===== config.mk =====
export PLATFORM = sky130hd
export DESIGN_NAME = sarray_store_drain
export DESIGN_NICKNAME = d
export VERILOG_FILES = /design/src/rtl/sarray_store_drain_pkg.sv /design/src/rtl/sarray_store_fifo.sv /design/src/rtl/sarray_store_drain.sv
export SDC_FILE = /design/constraint.sdc
export NUM_CORES = 2
export LEC_CHECK = 0
export CORE_ASPECT_RATIO = 2
export CORE_MARGIN = 2
export CORE_UTILIZATION = 45
export CTS_CLUSTER_SIZE = 8
export DETAILED_ROUTE_END_ITERATION = 7
export PLACE_DENSITY = 0.73
export SYNTH_ARGS = -nofsm -noshare
export SYNTH_HDL_FRONTEND = slang
export SYNTH_MEMORY_MAX_BITS = 65536
export SYNTH_SLANG_ARGS = --single-unit

===== constraint.sdc =====
create_clock -name clk -period 119.9 [get_ports clk]
set_input_delay 23.98 -clock clk [delete_from_list [all_inputs] [get_ports clk]]
set_output_delay 23.98 -clock clk [all_outputs]
set_load 0.05 [all_outputs]

===== src/rtl/sarray_store_drain_pkg.sv =====
// Shared definitions for the systolic-array store drain: FSM encodings, default row stride
// and the layout of one buffered result row.
package sarray_store_drain_pkg;

   localparam int STORE_ROW_SHIFT   = 8;
   localparam int STORE_CNT_WIDTH   = 6;
   localparam int STORE_DATA_WIDTH  = 512;

   typedef enum logic [1:0] {
      STORE_ST_IDLE  = 2'd0,
      STORE_ST_DRAIN = 2'd1,
      STORE_ST_FIN   = 2'd2
   } store_st_e;

   typedef struct packed {
      logic [STORE_CNT_WIDTH-1:0]  cnt;
      logic [STORE_DATA_WIDTH-1:0] data;
   } store_entry_t;

endpackage


===== src/rtl/sarray_store_fifo.sv =====
// Synchronous row buffer: head is read combinationally, a push becomes visible one cycle later,
// and a pop frees a slot for a push in the same cycle.
module sarray_store_fifo #(
   parameter int DEPTH = 8,
   parameter int WIDTH = 8
) (
   input  logic             clk,
   input  logic             rst,
   input  logic             push_i,
   input  logic             pop_i,
   input  logic [WIDTH-1:0] wdata_i,
   output logic [WIDTH-1:0] rdata_o,
   output logic             full_o,
   output logic             empty_o
);

   localparam int PW = $clog2(DEPTH);
   localparam int CW = PW + 1;

   logic [PW-1:0]    head_q, head_d, tail_q, tail_d;
   logic [CW-1:0]    count_q, count_d;
   logic [WIDTH-1:0] mem_q [DEPTH];
   logic             do_pop_s, do_push_s;

   assign empty_o   = (count_q == {CW{1'b0}});
   assign full_o    = (count_q == CW'(DEPTH));
   assign do_pop_s  = pop_i & ~empty_o;
   assign do_push_s = push_i & (~full_o | do_pop_s);
   assign rdata_o   = mem_q[head_q];

   always_comb begin
      head_d  = head_q;
      tail_d  = tail_q;
      count_d = count_q;
      if (do_pop_s) begin
         head_d = head_q + PW'(1);
      end else begin
         head_d = head_q;
      end
      if (do_push_s) begin
         tail_d = tail_q + PW'(1);
      end else begin
         tail_d = tail_q;
      end
      case ({do_push_s, do_pop_s})
         2'b10:   count_d = count_q + CW'(1);
         2'b01:   count_d = count_q - CW'(1);
         default: count_d = count_q;
      endcase
   end

   always_ff @(posedge clk) begin
      if (rst) begin
         head_q  <= {PW{1'b0}};
         tail_q  <= {PW{1'b0}};
         count_q <= {CW{1'b0}};
      end else begin
         head_q  <= head_d;
         tail_q  <= tail_d;
         count_q <= count_d;
      end
   end

   // Storage needs no reset: validity is tracked entirely by the pointers and count.
   always_ff @(posedge clk) begin
      if (do_push_s) begin
         mem_q[tail_q] <= wdata_i;
      end
   end

endmodule


===== src/rtl/sarray_store_drain.sv =====
// Captures result rows leaving the array bottom and drains them to memory, one programmed
// store command at a time; address of each row = base + (row cnt << ROW_SHIFT).
module sarray_store_drain
   import sarray_store_drain_pkg::*;
#(
   parameter int ADDR_WIDTH  = 64,
   parameter int STORE_WIDTH = 512,
   parameter int CNT_WIDTH   = 6,
   parameter int FIFO_DEPTH  = 8,
   parameter int ROW_SHIFT   = STORE_ROW_SHIFT
) (
   input  logic                   clk,
   input  logic                   rst,
   input  logic                   cfg_valid_i,
   output logic                   cfg_ready_o,
   input  logic [ADDR_WIDTH-1:0]  cfg_addr_i,
   input  logic [CNT_WIDTH:0]     cfg_rows_i,
   input  logic                   bot_valid_i,
   input  logic [CNT_WIDTH-1:0]   bot_cnt_i,
   input  logic [STORE_WIDTH-1:0] bot_data_i,
   output logic                   aw_valid_o,
   input  logic                   aw_ready_i,
   output logic [ADDR_WIDTH-1:0]  aw_addr_o,
   output logic [STORE_WIDTH-1:0] aw_data_o,
   output logic                   done_o,
   output logic                   busy_o,
   output logic                   err_ovf_o
);

   localparam int EW = CNT_WIDTH + STORE_WIDTH;

   store_st_e               state_q, state_d;
   logic [ADDR_WIDTH-1:0]   base_q, base_d;
   logic [CNT_WIDTH:0]      rows_q, rows_d, issued_q, issued_d;
   logic                    err_q, err_d;
   logic [EW-1:0]           head_s;
   logic [CNT_WIDTH-1:0]    head_cnt_s;
   logic                    full_s, empty_s, hs_s;

   sarray_store_fifo #(.DEPTH(FIFO_DEPTH), .WIDTH(EW)) u_fifo (
      .clk     (clk),
      .rst     (rst),
      .push_i  (bot_valid_i),
      .pop_i   (hs_s),
      .wdata_i ({bot_cnt_i, bot_data_i}),
      .rdata_o (head_s),
      .full_o  (full_s),
      .empty_o (empty_s)
   );

   assign head_cnt_s  = head_s[STORE_WIDTH +: CNT_WIDTH];
   assign aw_data_o   = head_s[STORE_WIDTH-1:0];
   assign aw_addr_o   = base_q + (ADDR_WIDTH'(head_cnt_s) << ROW_SHIFT);
   assign aw_valid_o  = (state_q == STORE_ST_DRAIN) & ~empty_s;
   assign hs_s        = aw_valid_o & aw_ready_i;
   assign cfg_ready_o = (state_q == STORE_ST_IDLE);
   assign busy_o      = (state_q != STORE_ST_IDLE);
   assign done_o      = (state_q == STORE_ST_FIN);
   assign err_ovf_o   = err_q;

   always_comb begin
      state_d  = state_q;
      base_d   = base_q;
      rows_d   = rows_q;
      issued_d = issued_q;
      // A drop only happens when the full FIFO is not popped in the same cycle.
      err_d    = err_q | (bot_valid_i & full_s & ~hs_s);
      case (state_q)
         STORE_ST_IDLE: begin
            if (cfg_valid_i) begin
               base_d   = cfg_addr_i;
               rows_d   = cfg_rows_i;
               issued_d = {(CNT_WIDTH+1){1'b0}};
               state_d  = (cfg_rows_i == {(CNT_WIDTH+1){1'b0}}) ? STORE_ST_FIN : STORE_ST_DRAIN;
            end else begin
               state_d = STORE_ST_IDLE;
            end
         end
         STORE_ST_DRAIN: begin
            if (hs_s) begin
               issued_d = issued_q + (CNT_WIDTH+1)'(1);
               state_d  = (issued_q == rows_q - (CNT_WIDTH+1)'(1)) ? STORE_ST_FIN : STORE_ST_DRAIN;
            end else begin
               state_d = STORE_ST_DRAIN;
            end
         end
         STORE_ST_FIN: state_d = STORE_ST_IDLE;
         default:      state_d = STORE_ST_IDLE;
      endcase
   end

   always_ff @(posedge clk) begin
      if (rst) begin
         state_q  <= STORE_ST_IDLE;
         base_q   <= {ADDR_WIDTH{1'b0}};
         rows_q   <= {(CNT_WIDTH+1){1'b0}};
         issued_q <= {(CNT_WIDTH+1){1'b0}};
         err_q    <= 1'b0;
      end else begin
         state_q  <= state_d;
         base_q   <= base_d;
         rows_q   <= rows_d;
         issued_q <= issued_d;
         err_q    <= err_d;
      end
   end

endmodule


Word-level counts from Yosys, hierarchy flattened:

Memories as Yosys holds them, arrays and structs flattened. A register that Yosys moved wholly into a read port is not among the register bits.
Index checks and enable logic that the tools add are counted.

* flip-flop bits (word level): 91
* bits in writable memories: 4144
* bits of input ports: 594
* output and inout port bits: 581
* word-level logic and storage cells: 56
* memories: 1

Memories
* u_fifo.mem_q: depth 8, width 518, read ports 1, clocked after memory_dff 1, write ports 1, RTL line sarray_store_fifo.sv:22 `logic [WIDTH-1:0] mem_q [DEPTH];`

* add/subtract/negate cells: 7
* eq/ne operators: 8
* mux-type cells: 13
* bitwise gates (word level): 11
* reductions and logical operators: 8

Operators with widths (count)
* adder 64 x 14 -> 64 bit: 1
* two-way mux 7 bit: 2
* case mux 7 bit (2 select lines): 1
* two-way mux 2 bit: 4
* case mux 4 bit (2 select lines): 1
* adder 7 x 1 -> 7 bit, second input constant: 1
* == test 7 bit: 1
* zero test 7 bit: 1
* subtractor 7 x 1 -> 7 bit, second input constant: 1
* adder 3 x 1 -> 3 bit, second input constant: 2
* bitwise AND 1 bit: 6
* two-way mux 3 bit: 2
* nonzero test 2 bit: 3
* adder 4 x 1 -> 4 bit, second input constant: 1
* == test 2 x 1 -> 1 bit, second input constant: 2
* == test 2 bit, second input constant: 2
* == test 4 bit, second input constant: 1
* zero test 4 bit: 1
* != test 2 bit, second input constant: 2
* case mux 2 bit (2 select lines): 1
* subtractor 4 x 1 -> 4 bit, second input constant: 1
* NOT 1 bit: 3
* AND reduction 3 bit: 1
* zero test 2 bit: 1
* 3 further kinds: 5

Logic depth before layout (Yosys ltp):

* depth in word-level cells: 9
* depth in mapped cells: 14

Hierarchy:

From an unflattened synthesis, not the netlist that was laid out.

* cells, all modules: 6649
* area total of the unflattened synthesis: 160126.1 um2

By module, submodules not included
* sarray_store_fifo: times used 1, cells an instance 6070, area an instance 155593.0 um2, seq. area each 124699.6 um2
* sarray_store_drain: times used 1, cells an instance 579, area an instance 4533.1 um2, seq. area each 1621.6 um2

Worst setup path before layout:

Ideal clock, no wire load.

* kind: input-to-reg
* from: in aw_ready_i
* to: mem u_fifo.mem_q[0][0] in the netlist's numbering (enable)
* library setup time: 2036 ps
* data arrival time: 59351 ps
* setup slack: 58512 ps
* stages: 4
* path buffers: 0
* cells stage by stage: nand3b_1 -> a31oi_1 -> nand2b_1 -> nor3_1

* cells in the longest elaborated chain, start to end: 6

RTL lines
* from (decl): RTL line sarray_store_drain.sv:22 `input logic aw_ready_i,`
* bitwise AND 1 bit: RTL line sarray_store_drain.sv:55 `assign hs_s = aw_valid_o & aw_ready_i;`
* bitwise AND 1 bit: RTL line sarray_store_fifo.sv:27 `assign do_pop_s = pop_i & ~empty_o;`
* bitwise OR 1 bit: RTL line sarray_store_fifo.sv:28 `assign do_push_s = push_i & (~full_o | do_pop_s);`
* bitwise AND 1 bit: RTL line sarray_store_fifo.sv:28
* two-way mux 1 bit: RTL line sarray_store_fifo.sv:66 `if (do_push_s) begin`
* two-way mux 1 bit (implied by the code): RTL line sarray_store_fifo.sv:67 `mem_q[tail_q] <= wdata_i;`
* to (decl): RTL line sarray_store_fifo.sv:22

Every way passes these cells.

==> impl_summary.txt <==
----------------------------------------------------
[Worst setup path]
  Endpoint required time on the critical path ... 95.92 ns
  Slowest-stage cell, CP ... sky130_fd_sc_hd__buf_4
  Number of cells traversed by the worst register-to-register path ... 9
  Most used cell, CP ... sky130_fd_sc_hd__buf_4
  Setup Crit Path Kind ... flip-flop to output pin
  Critical Path End Type ... output pin
  Startpoint class of the critical path ... flip-flop
  Critical path peak fanout ... 114
  End of the worst register-to-register path ... u_fifo.mem_q[2][439]
  Reg-to-reg slack, setup ... roughly 110 ns
  Arr. time, crit path ... ~9 ns
  RR Startpoint ... state_q[1]
  Critical Path Max Stage Delay ... ~0.91 ns
  Ordered list of cells on the worst path ... buf_12, buf_4, buf_4, buf_4, buf_4, buf_4, buf_12, mux4_2, mux2_2, clkdlybuf4s50_1

[Drt]
  Number of nets still failing antenna checks after routing ... 0
  Drt drc ... 0
  Number of design-rule violations left by the first detailed-router iteration ... about 7000
  Drt total wl ... a little under 400 mm
  DR vias/cell ... around 5.8
  Via count ... 75900
  Routed WL per cell ... between 30 and 40 um
  First-pass detailed-route iteration total ... 7

[Placement]
  Instance area at placement ... between 150000 and 200000 um^2
  Port bufs ... 1174
  Routability congestion estimate ... 0.8665
  Hpwl dp ... 231.4 mm

[Synth]
  Main area contributors after synthesis ... sky130_fd_sc_hd__edfxtp_1, sky130_fd_sc_hd__mux4_2, sky130_fd_sc_hd__mux2_2
  Leading post-synthesis cells by instance count ... sky130_fd_sc_hd__edfxtp_1, sky130_fd_sc_hd__mux4_2, sky130_fd_sc_hd__mux2_2
  Number of nets produced by synthesis ... roughly 7300
  Cell accounting for the most synthesized area ... sky130_fd_sc_hd__edfxtp_1
  Syn_area_per_cell ... approximately 24 um^2
  Async set or reset register ratio after synthesis ... 0%
  Dominant cell by count in the synthesized netlist ... sky130_fd_sc_hd__edfxtp_1
  Number of synthesized register bits ... roughly 4200
  Number of enable flip-flop cells after synthesis ... roughly 4100
  Total number of yosys warnings ... 0
  Distinct cell type count after synthesis ... between 40 and 50
  Share of Yosys cell area claimed by the top area cell type ... 77.86%
  Number of cells produced by synthesis ... between 6000 and 7000
  Seq/Total Area, Yosys ... around four fifths
  Summed instance area of the synthesized netlist ... 159800 um^2
  Top flip-flop cell by instance count after synthesis ... sky130_fd_sc_hd__edfxtp_1

[Clocking]
  Longest Clk Path Bufs ... 4
  Count of hold buffers inserted by post-cts repair ... 0
  Number of clock sinks ... ~4200
  TritonCTS buffer count ... 605
  CTS tree ... yes
  Clock root buffer ... sky130_fd_sc_hd__clkbuf_16
  Number of buffers inserted by post-CTS setup repair ... 0
  # resized after CTS ... 0
  Clock network latency to the later pin of the worst-skew pair ... about 0.9 ns
  Clock Pin Slew Worst Setup and Hold Paths ... 0.05 ns
  Number of H-tree levels ... 6

[Hold path]
  Launch point of the worst hold path ... base_q[7]
  Sink of the worst hold path ... base_q[7]
  Hold/Removal Path Class ... flip-flop to flip-flop
  Hold depth ... 2

[Final layout]
  Area of combinational cells with multiple inputs ... 32130 um^2
  Layout fillers ... 25470
  Share of post-route cells with drive strength above 1 ... between 20% and 30%
  Post-route cell area ... 193900 um^2
  Net total in the final layout ... approximately 9000
  Synth-to-Final Area Change ... 21.33%
  Register area ... around 130000 um^2

[STA]
  Slew HR ... 18.54%
  Fmax achieved ... between 30 and 40 MHz
  RSZ-0062 raised after global routing ... no
  Clock Skews ... 0.06587 ns
  Slew Viols, Final ... 0
  Setup violators final ... 0
  Shortest period the worst path allows ... 33.01 ns
  Share of the clock period used by the worst path ... 27.53%
  Setup total negative slack ... 0 ns
  Number of hold violations in the final report ... 0
  Pin slew with the least headroom to its limit ... 1.219 ns

[Global routing]
  First-pass GRT wire length ... between 500 and 600 mm
  Number of global-route vias before repair ... 79890
  Largest net degree at the start of global routing ... 146
  Initial antenna violation count ... 122
  GRT Residual Overflow ... 0
  Total global routing track utilization ... around a fifth

[Floorplanning]
  Starting density of the core ... between 40% and 50%
  I/O pin count ... between 1000 and 1500
  Die Y ... 846.8 um
  Die X ... roughly 430 um
  Total Die Area ... about 360000 um^2
  Placeable core area ... 353800 um^2
  Num rows ... 309

[Power and ir drop]
  Static Leakage ... roughly 60 nW
  Cell Pwr Density ... roughly 18 nW/um^2
  Maximum vdd ir drop ... approximately 0.019 mV

[Outcome]
  Status ... completed

[Run]
  Number of max-capacitance violations reported ... 0

----------------------------------------------------
cells by family (layout without fill, tap and decap cells):
logic type,Yosys count,after routing,share of synthesized area (%)
xor gates and xnor gates,76,76,0.4165
AOI/OAI and AO/OA,103,103,0.3460
and+or+nand+nor,323,323,0.9269
other,0,76,0
adders and majority gates,15,15,0.1268
DFF,4238,4238,79.03
muxes,1554,1554,18.25
buffers and inverters,339,2045,0.9010
metal layers:
metal / vias to the layer above / part of all wire (%) / GRT usage, %
li1: 31240 / - / -
met1: 40370 / 35 / 24.91
met2: 3375 / 51 / 35.99
met3: 835 / 8.9 / 6.494
met4: 84 / 4.4 / 9.991
met5: - / 0.14 / 0
worst max path at each step:
stage	from	to	slack, ns
after floorplan	aw_ready_i	u_fifo.mem_q[0][0]	58.51
after global placement	flip-flop	aw_data_o[462]	87.64
after detailed placement	flip-flop	aw_data_o[125]	87.47
after CTS	flip-flop	aw_data_o[125]	86.38
after global routing	flip-flop	aw_data_o[156]	85.86
final	flip-flop	aw_data_o[156]	86.89
placed cells by master (no fill, tap or decap), types with 11 or more instances in the layout:
cell type                         instances
sky130_fd_sc_hd__edfxtp_1              4144
sky130_fd_sc_hd__clkdlybuf4s50_1       1170
sky130_fd_sc_hd__mux4_2                1036
sky130_fd_sc_hd__clkbuf_16              617
sky130_fd_sc_hd__mux2_2                 518
sky130_fd_sc_hd__nand2_1                178
sky130_fd_sc_hd__buf_4                  113
sky130_fd_sc_hd__dfxtp_1                 91
sky130_fd_sc_hd__a21oi_1                 89
sky130_fd_sc_hd__diode_2                 76
sky130_fd_sc_hd__clkbuf_1                67
sky130_fd_sc_hd__xnor2_1                 45
sky130_fd_sc_hd__xor2_1                  31
sky130_fd_sc_hd__nor2_1                  30
sky130_fd_sc_hd__nand3_1                 25
sky130_fd_sc_hd__nand4_1                 24
sky130_fd_sc_hd__inv_6                   17
sky130_fd_sc_hd__buf_12                  17
sky130_fd_sc_hd__nor3_1                  15
sky130_fd_sc_hd__ha_1                    13
sky130_fd_sc_hd__nor4_1                  12
sky130_fd_sc_hd__inv_1                   11
sequential cells by signal (all words and copies together) (netlist names), named ones only:
name            flops
u_fifo.tail_q       3
u_fifo.mem_q     4144
u_fifo.count_q      4
issued_q            7
base_q             64
state_q             2
rows_q              7
u_fifo.head_q       3
err_ovf_o           1
worst max-delay path: cells and delay by family, from the launching register on:
family | cells | cell delay, ns
multiplexers | 2 | 0.93
flip-flops | 1 | 0.61
buffers and inverters | 8 | 6.20
report_power, final:
| part | total (mW) | switching [mW] | leakage (nW) | internal (mW) |
|---|---|---|---|---|
| clock | 1.51 | 0.590 | 8.03 | 0.917 |
| combinational | 0.301 | 0.185 | 13.4 | 0.116 |
| sequential | 1.67 | 0.00965 | 38.4 | 1.66 |
cell type report:
cell class                 instances  share of cell area (%)
sequential                      4238                   65.15
timing repair buffer            1300                   6.652
inverter                          12                 0.02323
clock buffer                     684                   8.092
antenna                           76                 0.09807
tap                             4665                   3.010
clock inverter                    49                  0.4104
multi-input combinational       2071                   16.57
per-stage QoR:
| stage | hold slack (ns) | util [%] | cells | setup slack [ns] | power (mW) |
|---|---|---|---|---|---|
| 6_report | 0.4657 | 54.82 | 13100 | 86.89 | 3.482 |
| 5_1_grt | 0.4860 | 54.80 | 13070 | 85.86 | 3.576 |
| 4_1_cts | 0.4627 | 54.76 | 13020 | 86.38 | 3.510 |
| 3_5_place_dp | 0.4552 | 50.10 | 12290 | 87.47 | 2.002 |
| 3_3_place_gp | 0.4406 | 50.10 | 12290 | 87.64 | 1.996 |
| 2_1_floorplan | 0.4367 | - | 6648 | 58.51 | 1.913 |
(Power assumes the default switching activity.)
